File: config.mk
export PLATFORM = sky130hd
export DESIGN_NAME = uart_link_top
export DESIGN_NICKNAME = d
export VERILOG_FILES = /design/src/rtl/uart_link_top.sv
export SDC_FILE = /design/constraint.sdc
export NUM_CORES = 1
export LEC_CHECK = 0
export ABC_AREA = 1
export CAP_MARGIN = 20
export CORE_UTILIZATION = 58
export CTS_CLUSTER_DIAMETER = 80
export DETAILED_ROUTE_END_ITERATION = 10
export GPL_TIMING_DRIVEN = 1
export PLACE_DENSITY = 0.77
export SKIP_CTS_REPAIR_TIMING = 1
export SLEW_MARGIN = 0
export SYNTH_ARGS = -nofsm -noshare
export SYNTH_HDL_FRONTEND = slang
export SYNTH_SLANG_ARGS = --single-unit
File: constraint.sdc
create_clock -name i_clk -period 2.41 [get_ports i_clk]
set_input_delay 0.3615 -clock i_clk [delete_from_list [all_inputs] [get_ports i_clk]]
set_output_delay 0.3615 -clock i_clk [all_outputs]
set_load 0.005 [all_outputs]
File: src/rtl/uart_link_top.sv
`default_nettype none
// ============================================================================
// Module   : uart_link_top
// Summary  : TX FIFO + UART transmitter + receiver with runtime loopback.
//            Parity bit and checker are built only when UART_PARITY_EN is defined.
// Revision : 1.0 - initial release
// ============================================================================
module uart_link_top #(
  parameter int CLK_CY_PER_BIT = 87,
  parameter int DATA_BITS      = 8,
  parameter int STOP_BITS      = 1,
  parameter int PARITY_ODD     = 0,
  parameter int FIFO_DEPTH     = 4
) (
  input  logic                 i_clk,
  input  logic                 i_rst,
  input  logic                 i_Tx_Dv,
  input  logic [DATA_BITS-1:0] i_Tx_Byte,
  output logic                 o_Tx_Ready,
  output logic                 o_Tx_Active,
  output logic                 o_Tx_Done,
  output logic                 o_Tx_Serial,
  input  logic                 i_Rx_Serial,
  input  logic                 i_Loopback,
  output logic [DATA_BITS-1:0] o_Rx_Byte,
  output logic                 o_Rx_Dv,
  output logic                 o_Rx_Frame_Err,
  output logic                 o_Rx_Parity_Err
);
  localparam int AW = $clog2(FIFO_DEPTH);
  localparam int CW = $clog2(CLK_CY_PER_BIT * STOP_BITS + 1);
  localparam int IW = $clog2(DATA_BITS);
  localparam logic [CW-1:0] c_bit_last   = CW'(CLK_CY_PER_BIT - 1);
  localparam logic [CW-1:0] c_stop_last  = CW'(CLK_CY_PER_BIT * STOP_BITS - 1);
  localparam logic [CW-1:0] c_half       = CW'(CLK_CY_PER_BIT / 2);
  localparam logic [CW-1:0] c_rx_preload = CW'(2);
  localparam logic [IW-1:0] c_idx_last   = IW'(DATA_BITS - 1);
  localparam logic          c_par_odd    = (PARITY_ODD != 0);

  typedef enum logic [2:0] {
    S_IDLE   = 3'd0,
    S_START  = 3'd1,
    S_DATA   = 3'd2,
`ifdef UART_PARITY_EN
    S_PARITY = 3'd3,
`endif
    S_STOP   = 3'd4
  } state_t;

  // ---------------- TX FIFO ----------------
  logic [DATA_BITS-1:0] r_mem [FIFO_DEPTH];
  logic [AW:0]          r_wr_ptr, r_rd_ptr;
  logic                 w_full, w_empty, w_push, w_pop;

  assign w_empty    = (r_wr_ptr == r_rd_ptr);
  assign w_full     = (r_wr_ptr[AW] != r_rd_ptr[AW]) && (r_wr_ptr[AW-1:0] == r_rd_ptr[AW-1:0]);
  assign w_push     = i_Tx_Dv && !w_full;
  assign o_Tx_Ready = !w_full;

  always_ff @(posedge i_clk) begin
    if (w_push) r_mem[r_wr_ptr[AW-1:0]] <= i_Tx_Byte;
  end

  always_ff @(posedge i_clk or posedge i_rst) begin
    if (i_rst) begin
      r_wr_ptr <= '0;
      r_rd_ptr <= '0;
    end else begin
      if (w_push) r_wr_ptr <= r_wr_ptr + 1'b1;
      if (w_pop)  r_rd_ptr <= r_rd_ptr + 1'b1;
    end
  end

  // ---------------- Transmitter ----------------
  state_t               r_tx_state, w_tx_next;
  logic [CW-1:0]        r_tx_cnt;
  logic [IW-1:0]        r_tx_idx;
  logic [DATA_BITS-1:0] r_tx_shift;
  logic                 r_tx_done, w_tx_bit_end;
`ifdef UART_PARITY_EN
  logic                 r_tx_par;
`endif

  assign w_tx_bit_end = (r_tx_cnt == c_bit_last);
  assign o_Tx_Active  = (r_tx_state != S_IDLE);
  assign o_Tx_Done    = r_tx_done;

  always_ff @(posedge i_clk or posedge i_rst) begin
    if (i_rst) r_tx_state <= S_IDLE;
    else       r_tx_state <= w_tx_next;
  end

  always_comb begin
    w_tx_next   = r_tx_state;
    w_pop       = 1'b0;
    o_Tx_Serial = 1'b1;
    case (r_tx_state)
      S_IDLE: if (!w_empty) begin
        w_pop     = 1'b1;
        w_tx_next = S_START;
      end
      S_START: begin
        o_Tx_Serial = 1'b0;
        if (w_tx_bit_end) w_tx_next = S_DATA;
      end
      S_DATA: begin
        o_Tx_Serial = r_tx_shift[0];
`ifdef UART_PARITY_EN
        if (w_tx_bit_end && r_tx_idx == c_idx_last) w_tx_next = S_PARITY;
      end
      S_PARITY: begin
        o_Tx_Serial = r_tx_par;
        if (w_tx_bit_end) w_tx_next = S_STOP;
`else
        if (w_tx_bit_end && r_tx_idx == c_idx_last) w_tx_next = S_STOP;
`endif
      end
      S_STOP: if (r_tx_cnt == c_stop_last) w_tx_next = S_IDLE;
      default: w_tx_next = S_IDLE;
    endcase
  end

  always_ff @(posedge i_clk or posedge i_rst) begin
    if (i_rst) begin
      r_tx_cnt   <= '0;
      r_tx_idx   <= '0;
      r_tx_shift <= '0;
      r_tx_done  <= 1'b0;
`ifdef UART_PARITY_EN
      r_tx_par   <= 1'b0;
`endif
    end else begin
      r_tx_done <= (r_tx_state == S_STOP) && (r_tx_cnt == c_stop_last);
      if (r_tx_state == S_IDLE || w_tx_next != r_tx_state ||
          (r_tx_state == S_DATA && w_tx_bit_end))
        r_tx_cnt <= '0;
      else
        r_tx_cnt <= r_tx_cnt + 1'b1;
      if (w_pop) begin
        r_tx_shift <= r_mem[r_rd_ptr[AW-1:0]];
        r_tx_idx   <= '0;
`ifdef UART_PARITY_EN
        r_tx_par   <= (^r_mem[r_rd_ptr[AW-1:0]]) ^ c_par_odd;
`endif
      end else if (r_tx_state == S_DATA && w_tx_bit_end) begin
        r_tx_shift <= {1'b0, r_tx_shift[DATA_BITS-1:1]};
        r_tx_idx   <= r_tx_idx + 1'b1;
      end
    end
  end

  // ---------------- Receiver ----------------
  state_t               r_rx_state, w_rx_next;
  logic                 w_rx_in, r_rx_sync1, r_rx_sync2, w_rx_bit_end;
  logic [CW-1:0]        r_rx_cnt;
  logic [IW-1:0]        r_rx_idx;
  logic [DATA_BITS-1:0] r_rx_shift, r_rx_byte;
  logic                 r_rx_dv, r_rx_ferr;
`ifdef UART_PARITY_EN
  logic                 r_rx_par_bit, r_rx_perr;
`endif

  assign w_rx_in        = i_Loopback ? o_Tx_Serial : i_Rx_Serial;
  assign w_rx_bit_end   = (r_rx_cnt == c_bit_last);
  assign o_Rx_Byte      = r_rx_byte;
  assign o_Rx_Dv        = r_rx_dv;
  assign o_Rx_Frame_Err = r_rx_ferr;
`ifdef UART_PARITY_EN
  assign o_Rx_Parity_Err = r_rx_perr;
`else
  // PARITY_ODD has no meaning without a parity bit
  assign o_Rx_Parity_Err = c_par_odd & 1'b0;
`endif

  always_ff @(posedge i_clk or posedge i_rst) begin
    if (i_rst) begin
      r_rx_sync1 <= 1'b1;
      r_rx_sync2 <= 1'b1;
      r_rx_state <= S_IDLE;
    end else begin
      r_rx_sync1 <= w_rx_in;
      r_rx_sync2 <= r_rx_sync1;
      r_rx_state <= w_rx_next;
    end
  end

  always_comb begin
    w_rx_next = r_rx_state;
    case (r_rx_state)
      S_IDLE:  if (!r_rx_sync2) w_rx_next = S_START;
      S_START: if (r_rx_cnt == c_half) w_rx_next = r_rx_sync2 ? S_IDLE : S_DATA;
`ifdef UART_PARITY_EN
      S_DATA:   if (w_rx_bit_end && r_rx_idx == c_idx_last) w_rx_next = S_PARITY;
      S_PARITY: if (w_rx_bit_end) w_rx_next = S_STOP;
`else
      S_DATA:   if (w_rx_bit_end && r_rx_idx == c_idx_last) w_rx_next = S_STOP;
`endif
      S_STOP:  if (w_rx_bit_end) w_rx_next = S_IDLE;
      default: w_rx_next = S_IDLE;
    endcase
  end

  // Count enters START at 2 so the mid-bit point absorbs the synchroniser delay
  always_ff @(posedge i_clk or posedge i_rst) begin
    if (i_rst) begin
      r_rx_cnt   <= '0;
      r_rx_idx   <= '0;
      r_rx_shift <= '0;
      r_rx_byte  <= '0;
      r_rx_dv    <= 1'b0;
      r_rx_ferr  <= 1'b0;
`ifdef UART_PARITY_EN
      r_rx_par_bit <= 1'b0;
      r_rx_perr    <= 1'b0;
`endif
    end else begin
      r_rx_dv   <= 1'b0;
      r_rx_ferr <= 1'b0;
`ifdef UART_PARITY_EN
      r_rx_perr <= 1'b0;
      if (r_rx_state == S_PARITY && w_rx_bit_end) r_rx_par_bit <= r_rx_sync2;
`endif
      if (r_rx_state == S_IDLE) begin
        r_rx_cnt <= c_rx_preload;
        r_rx_idx <= '0;
      end else if (w_rx_next != r_rx_state || (r_rx_state == S_DATA && w_rx_bit_end)) begin
        r_rx_cnt <= '0;
      end else begin
        r_rx_cnt <= r_rx_cnt + 1'b1;
      end
      if (r_rx_state == S_DATA && w_rx_bit_end) begin
        r_rx_shift <= {r_rx_sync2, r_rx_shift[DATA_BITS-1:1]};
        r_rx_idx   <= r_rx_idx + 1'b1;
      end
      if (r_rx_state == S_STOP && w_rx_bit_end) begin
        r_rx_byte <= r_rx_shift;
        r_rx_dv   <= 1'b1;
        r_rx_ferr <= !r_rx_sync2;
`ifdef UART_PARITY_EN
        r_rx_perr <= ((^r_rx_shift) ^ c_par_odd) != r_rx_par_bit;
`endif
      end
    end
  end

endmodule
`default_nettype wire

==> flow_summary.ini, run 1 <==
[floorplan]
fp.coreArea_um2 = 6790
dieWidth_um = 85.9
die-area_um2 = 7380
start_util = 0.601
die_h_um = 85.9
pin_count = 28
rows = 30

[power]
powerDensity_nw_per_um2 = 744
power.internal_w = 0.00254
combPwrFrac = 0.130
p_sw_frac = 0.265
power_w = 0.00346
p_seq_frac = 0.549
pwr-share-clk = 0.321
leakage_nw = 2.03
p_sw_w = 0.000917
ir_worst_vdd_uv = 524

[sta]
report.final.slew_viol_count = 0
tightest_slew_ns = 0.626
fin_ws_ns = 0.241
max_slew_margin = 0.581
post-route-period-util = 0.900
fin_tns_setup_ns = 0
finalSetupViolations = 0
max_freq_mhz = 461
fin_skew_ns = 0.0136
rsz0062_at_grt = no
finalHoldViolCount = 0
min_period_ns = 2.17
whs_ns = 0.279

[worst_setup_path]
end_kind = primary output
cpMaxStageDelayCell = clkdlybuf4s50_1
critical_path_buf_inv_count = 3
crit_type = reg -> out
crit_chain = inv_1 -> nor2_1 -> nand2_1 -> inv_1 -> a21oi_1 -> clkdlybuf4s50_1
required_ns = 2.05
crit_family = buffers and inverters
worst_path_most_repeated_cell = inv_1
start_kind = register
cpPeakStageDelay_ns = 0.56
worstPathArrival_ns = 1.81
crit_path_max_fanout = 4

[synth]
synth_commonest_cells = nand2_1 (73), dfrtp_1 (59), inv_1 (43)
synthCells = 394
synth_top_area_cell = dfrtp_1
synth_edf_count = 32
syn_nets = 420
syn_avg_cell_area_um2 = 10.4
syn_area_um2 = 4090
ys_seq_area_frac = 0.609
synth.most_common_cell = nand2_1
synth_area_leaders = dfrtp_1 (36%), edfxtp_1 (24%), nand2_1 (6.7%)
synthFlopType = dfrtp_1
yosysWarnings = 0
async_reset_ff_frac = 0.656
ys_types = 33
ys_ff_latch = 93
synth_top_area_share = 0.361

[place]
globalplace.congestion = 0.776
port_buffers = 26
dp_slack_ns = 0.523
dp_hpwl_um = 4940

[run_status]
status = completed

[job]
max_cap_viol_count = 0

[route]
drc = 0
ant_nets = 0
routed_wl_um = 6860
vias = 2665
dr.pass1.iters = 4
via_per_inst = 5.08
drt_iter0_drc = 150
wl_per_cell_um = 13.1

[global_route]
grt_pass1_wl_um = 11800
grt_max_degree = 46
grt_pass1_vias = 2570
antenna_found_initial = 0
overflow = 0
grt_usage = 0.210

[cts]
clk_pin_slew_ns = 0.10
clk_path_buf_depth = 2
clkSinkCount = 93
insertion_delay_ns = 0.37
numCtsBuffers = 9
root_buffer = clkbuf_8
cts_tree = done
htree_levels = 3

[finish]
finish.net_count = 450
diodes = 0
area_growth_pct = 13.9
drive_gt1_frac = 0.103

[min_path]
worstHoldPathType = in -> async
power by group through the flow:
stage	Clock (W)	Combinational, W	Sequential (W)
floorplan	0	0.000349	0.00191
global placement	0	0.000447	0.00193
detailed placement	0	0.000461	0.00193
CTS	0.00112	0.000463	0.00190
global route	0.00118	0.000518	0.00192
finish	0.00111	0.000451	0.00190
layout by cell type, fill, tap and decap left out, types with 2 or more instances in the layout:
cell type,n
a21oi_1,7
clkbuf_8,10
clkdlybuf4s50_1,26
clkinvlp_4,2
dfrtp_1,59
dfstp_2,2
edfxtp_1,32
ha_1,13
inv_1,42
inv_2,3
nand2_1,73
nand2_2,4
nand2_4,3
nand3_1,15
nand3_2,2
nand3b_1,2
nand4_1,2
nor2_1,41
nor2_2,8
o211ai_1,7
o21ai_0,36
o21ai_1,2
o22ai_1,8
xnor2_1,7
xor2_1,10
layer usage:
metal  wire length [um]  share of wire  vias to the layer above  track usage
li1                   -              -                     1349            -
met1               3220           0.47                     1252        0.280
met2               3290           0.48                       55        0.328
met3                234          0.034                        9       0.0462
met4                118          0.017                        0        0.100
met5                  0              0                        -            0
worst reg2reg max path, cell delays in order (launching register included):
cell	delay (ns)
dfrtp_1	0.49
xnor2_1	0.19
nand3b_1	0.13
nand2_2	0.14
nor2_1	0.51
final cells by class:
type | count | area (um2)
multi-input cells | 247 | 1370
well taps | 96 | 120
fillers | 516 | 2140
repair buffers | 28 | 288
flip-flops and latches | 93 | 2490
inverters | 45 | 169
clock buffers | 11 | 163
clock inverters | 5 | 55.1
cells by family after synthesis:
| kind of cell | Yosys count | synth area share |
|---|---|---|
| AOI/OAI and AO/OA | 60 | 0.0802 |
| xor gates and xnor gates | 17 | 0.0364 |
| adders and majority gates | 13 | 0.0398 |
| buffers and inverters | 54 | 0.0557 |
| DFF | 93 | 0.609 |
| muxes | 1 | 0.00276 |
| other | 1 | 0.000918 |
| and+or+nand+nor | 155 | 0.175 |
flip-flops by register name (all words and copies together) (netlist names):
name / count
r_mem: 32
o_Rx_Byte: 8
r_rx_shift: 8
r_tx_shift: 8
r_rx_cnt: 7
r_tx_cnt: 7
r_rd_ptr: 3
r_rx_idx: 3
r_rx_state: 3
r_tx_idx: 3
r_tx_state: 3
r_wr_ptr: 3
o_Rx_Dv: 1
o_Rx_Frame_Err: 1
o_Tx_Done: 1
r_rx_sync1: 1
r_rx_sync2: 1
worst paths after layout:
kind / slack (ns) / cells past startpoint / endpoint / start
setup / recovery: 0.24 / 6 / o_Tx_Serial / r_tx_state[1]$_DFF_PP0_
hold / removal: 0.28 / 2 / r_rx_cnt[6]$_DFF_PP0_ / i_rst
setup reg to reg: 0.57 / 4 / r_mem[1][3]$_DFFE_PP_ / r_rd_ptr[1]$_DFFE_PP0P_
hold reg to reg: 0.38 / 0 / r_rx_sync2$_DFF_PP1_ / r_rx_sync1$_DFF_PP1_
max in group asynchronous: 1.51 / 3 / r_rx_sync2$_DFF_PP1_ / i_rst
min in group i_clk: 0.38 / 0 / r_rx_sync2$_DFF_PP1_ / r_rx_sync1$_DFF_PP1_
per-stage QoR:
stage,cell area [um2],cells,utilization
2_1_floorplan,4090,394,-
3_3_place_gp,4440,509,0.653
3_5_place_dp,4440,509,0.653
4_1_cts,4650,525,0.685
5_1_grt,4650,525,0.685
6_report,4650,525,0.685
Note: power is estimated with default switching activity, not from simulation.
==> inputs of run 2 (changes only) <==
--- a/config.mk
+++ b/config.mk
@@ -7,6 +7,7 @@
 export LEC_CHECK = 0
 export ABC_AREA = 1
 export CAP_MARGIN = 20
+export CORE_ASPECT_RATIO = 0.8
 export CORE_UTILIZATION = 58
 export CTS_CLUSTER_DIAMETER = 80
 export DETAILED_ROUTE_END_ITERATION = 10
==> flow_summary.ini, run 2 (synthesis results as in run 1) <==
[worst_setup_path]
cpPeakStageDelay_ns = 0.53
worstPathArrival_ns = 1.73
end_kind = primary output
crit_chain = inv_1 -> nor2_1 -> nand2_1 -> inv_1 -> a21oi_1 -> clkdlybuf4s50_1
worstSetupStartpoint = r_tx_state[1]$_DFF_PP0_
rr_endpoint = r_mem[1][3]$_DFFE_PP_
cpMaxStageDelayCell = clkdlybuf4s50_1
required_ns = 2.05
crit_path_max_fanout = 4
r2r_setup_slack_ns = 0.53
r2r_cells = 4
start_kind = register
crit_end = o_Tx_Serial
crit_type = reg -> out
worst_path_most_repeated_cell = inv_1
timing.rr.start = r_rd_ptr[1]$_DFFE_PP0P_

[sta]
tightest_slew_ns = 0.656
max_freq_mhz = 478
report.final.slew_viol_count = 0
post-route-period-util = 0.868
finalHoldViolCount = 0
max_slew_margin = 0.561
finalSetupViolations = 0
min_period_ns = 2.09
rsz0062_at_grt = no
fin_skew_ns = 0.0170
fin_tns_setup_ns = 0

[floorplan]
die-area_um2 = 7390
rows = 26
start_util = 0.619
die_h_um = 77.1
dieWidth_um = 95.8
fp.coreArea_um2 = 6600
pin_count = 28

[cts]
insertion_delay_ns = 0.37
cts_tree = done
clk_path_buf_depth = 2
numCtsBuffers = 9
htree_levels = 3
clkSinkCount = 93
root_buffer = clkbuf_8
clk_pin_slew_ns = 0.10

[route]
wl_per_cell_um = 14.2
drt_iter0_drc = 104
dr.pass1.iters = 4
drc = 0
vias = 2717
via_per_inst = 5.30
ant_nets = 0
routed_wl_um = 7300

[finish]
diodes = 0
finish.net_count = 450
instances_no_fill = 513
drive_gt1_frac = 0.103
final_common_cell = nand2_1
layout_common_cells = nand2_1 (73), dfrtp_1 (59), inv_1 (42)
area_growth_pct = 12.6
largest_reg_flops = 32

[global_route]
grt_max_degree = 55
grt_pass1_vias = 2607
antenna_found_initial = 0
grt_usage = 0.226
overflow = 0
grt_pass1_wl_um = 12400

[place]
port_buffers = 26
globalplace.congestion = 0.912
dp_hpwl_um = 5150
place_inst = 497

[power]
leakage_nw = 2.02
powerDensity_nw_per_um2 = 729
ir_worst_vdd_uv = 478

[min_path]
worstHoldPathType = in -> async

[run_status]
status = completed

[job]
max_cap_viol_count = 0
==> run 2: critical path: cells and delay by family, from the launching register on <==
kind                   cells  cell delay (ns)
AOI/OAI and AO/OA          1             0.20
buffers and inverters      3             0.66
DFF                        1             0.41
and+or+nand+nor            2             0.09
==> run 2: area by class of cell <==
cell class,instances,area [um2]
flip-flops and latches,93,2490
fillers,482,2000
multi-input cells,247,1370
repair buffers,28,288
inverters,45,169
clock buffers,10,128
well taps,84,105
clock inverters,6,55.1
==> run 2: routing by layer <==
layer,vias up,wire [um],GRT usage,part of all wire
met5,-,0,0,0
met2,66,3120,0.321,0.43
met3,12,328,0.0575,0.045
met1,1292,3740,0.339,0.51
li1,1347,-,-,-
met4,0,119,0.0776,0.016
==> run 2: worst min-delay path by stage <==
stage                           endpoint  slack [ns]  cells past startpoint
finish               o_Tx_Done$_DFF_PP0_        0.21                      2
global route         o_Tx_Done$_DFF_PP0_        0.25                      2
CTS                  o_Tx_Done$_DFF_PP0_        0.20                      2
detailed placement  r_rx_sync2$_DFF_PP1_        0.35                      0
global placement    r_rx_sync2$_DFF_PP1_        0.35                      0
floorplan           r_rx_sync2$_DFF_PP1_        0.35                      0
==> run 2: power breakdown <==
group	switching [W]	internal, W	total [W]	leakage (nW)
sequential	0.0000975	0.00181	0.00191	1.09
combinational	0.000296	0.000168	0.000464	0.845
clock	0.000587	0.000398	0.000985	0.0952
total	0.000980	0.00237	0.00335	2.02
==> run 2: stage by stage <==
step	setup WS (ns)	area (um2)	hold WS (ns)	total power, W	utilization
floorplan	0.539	4090	0.345	0.00225	-
global placement	0.592	4420	0.352	0.00238	0.669
detailed placement	0.534	4420	0.351	0.00240	0.669
CTS	0.274	4600	0.203	0.00339	0.697
global route	0.187	4600	0.246	0.00352	0.697
finish	0.319	4600	0.214	0.00335	0.697
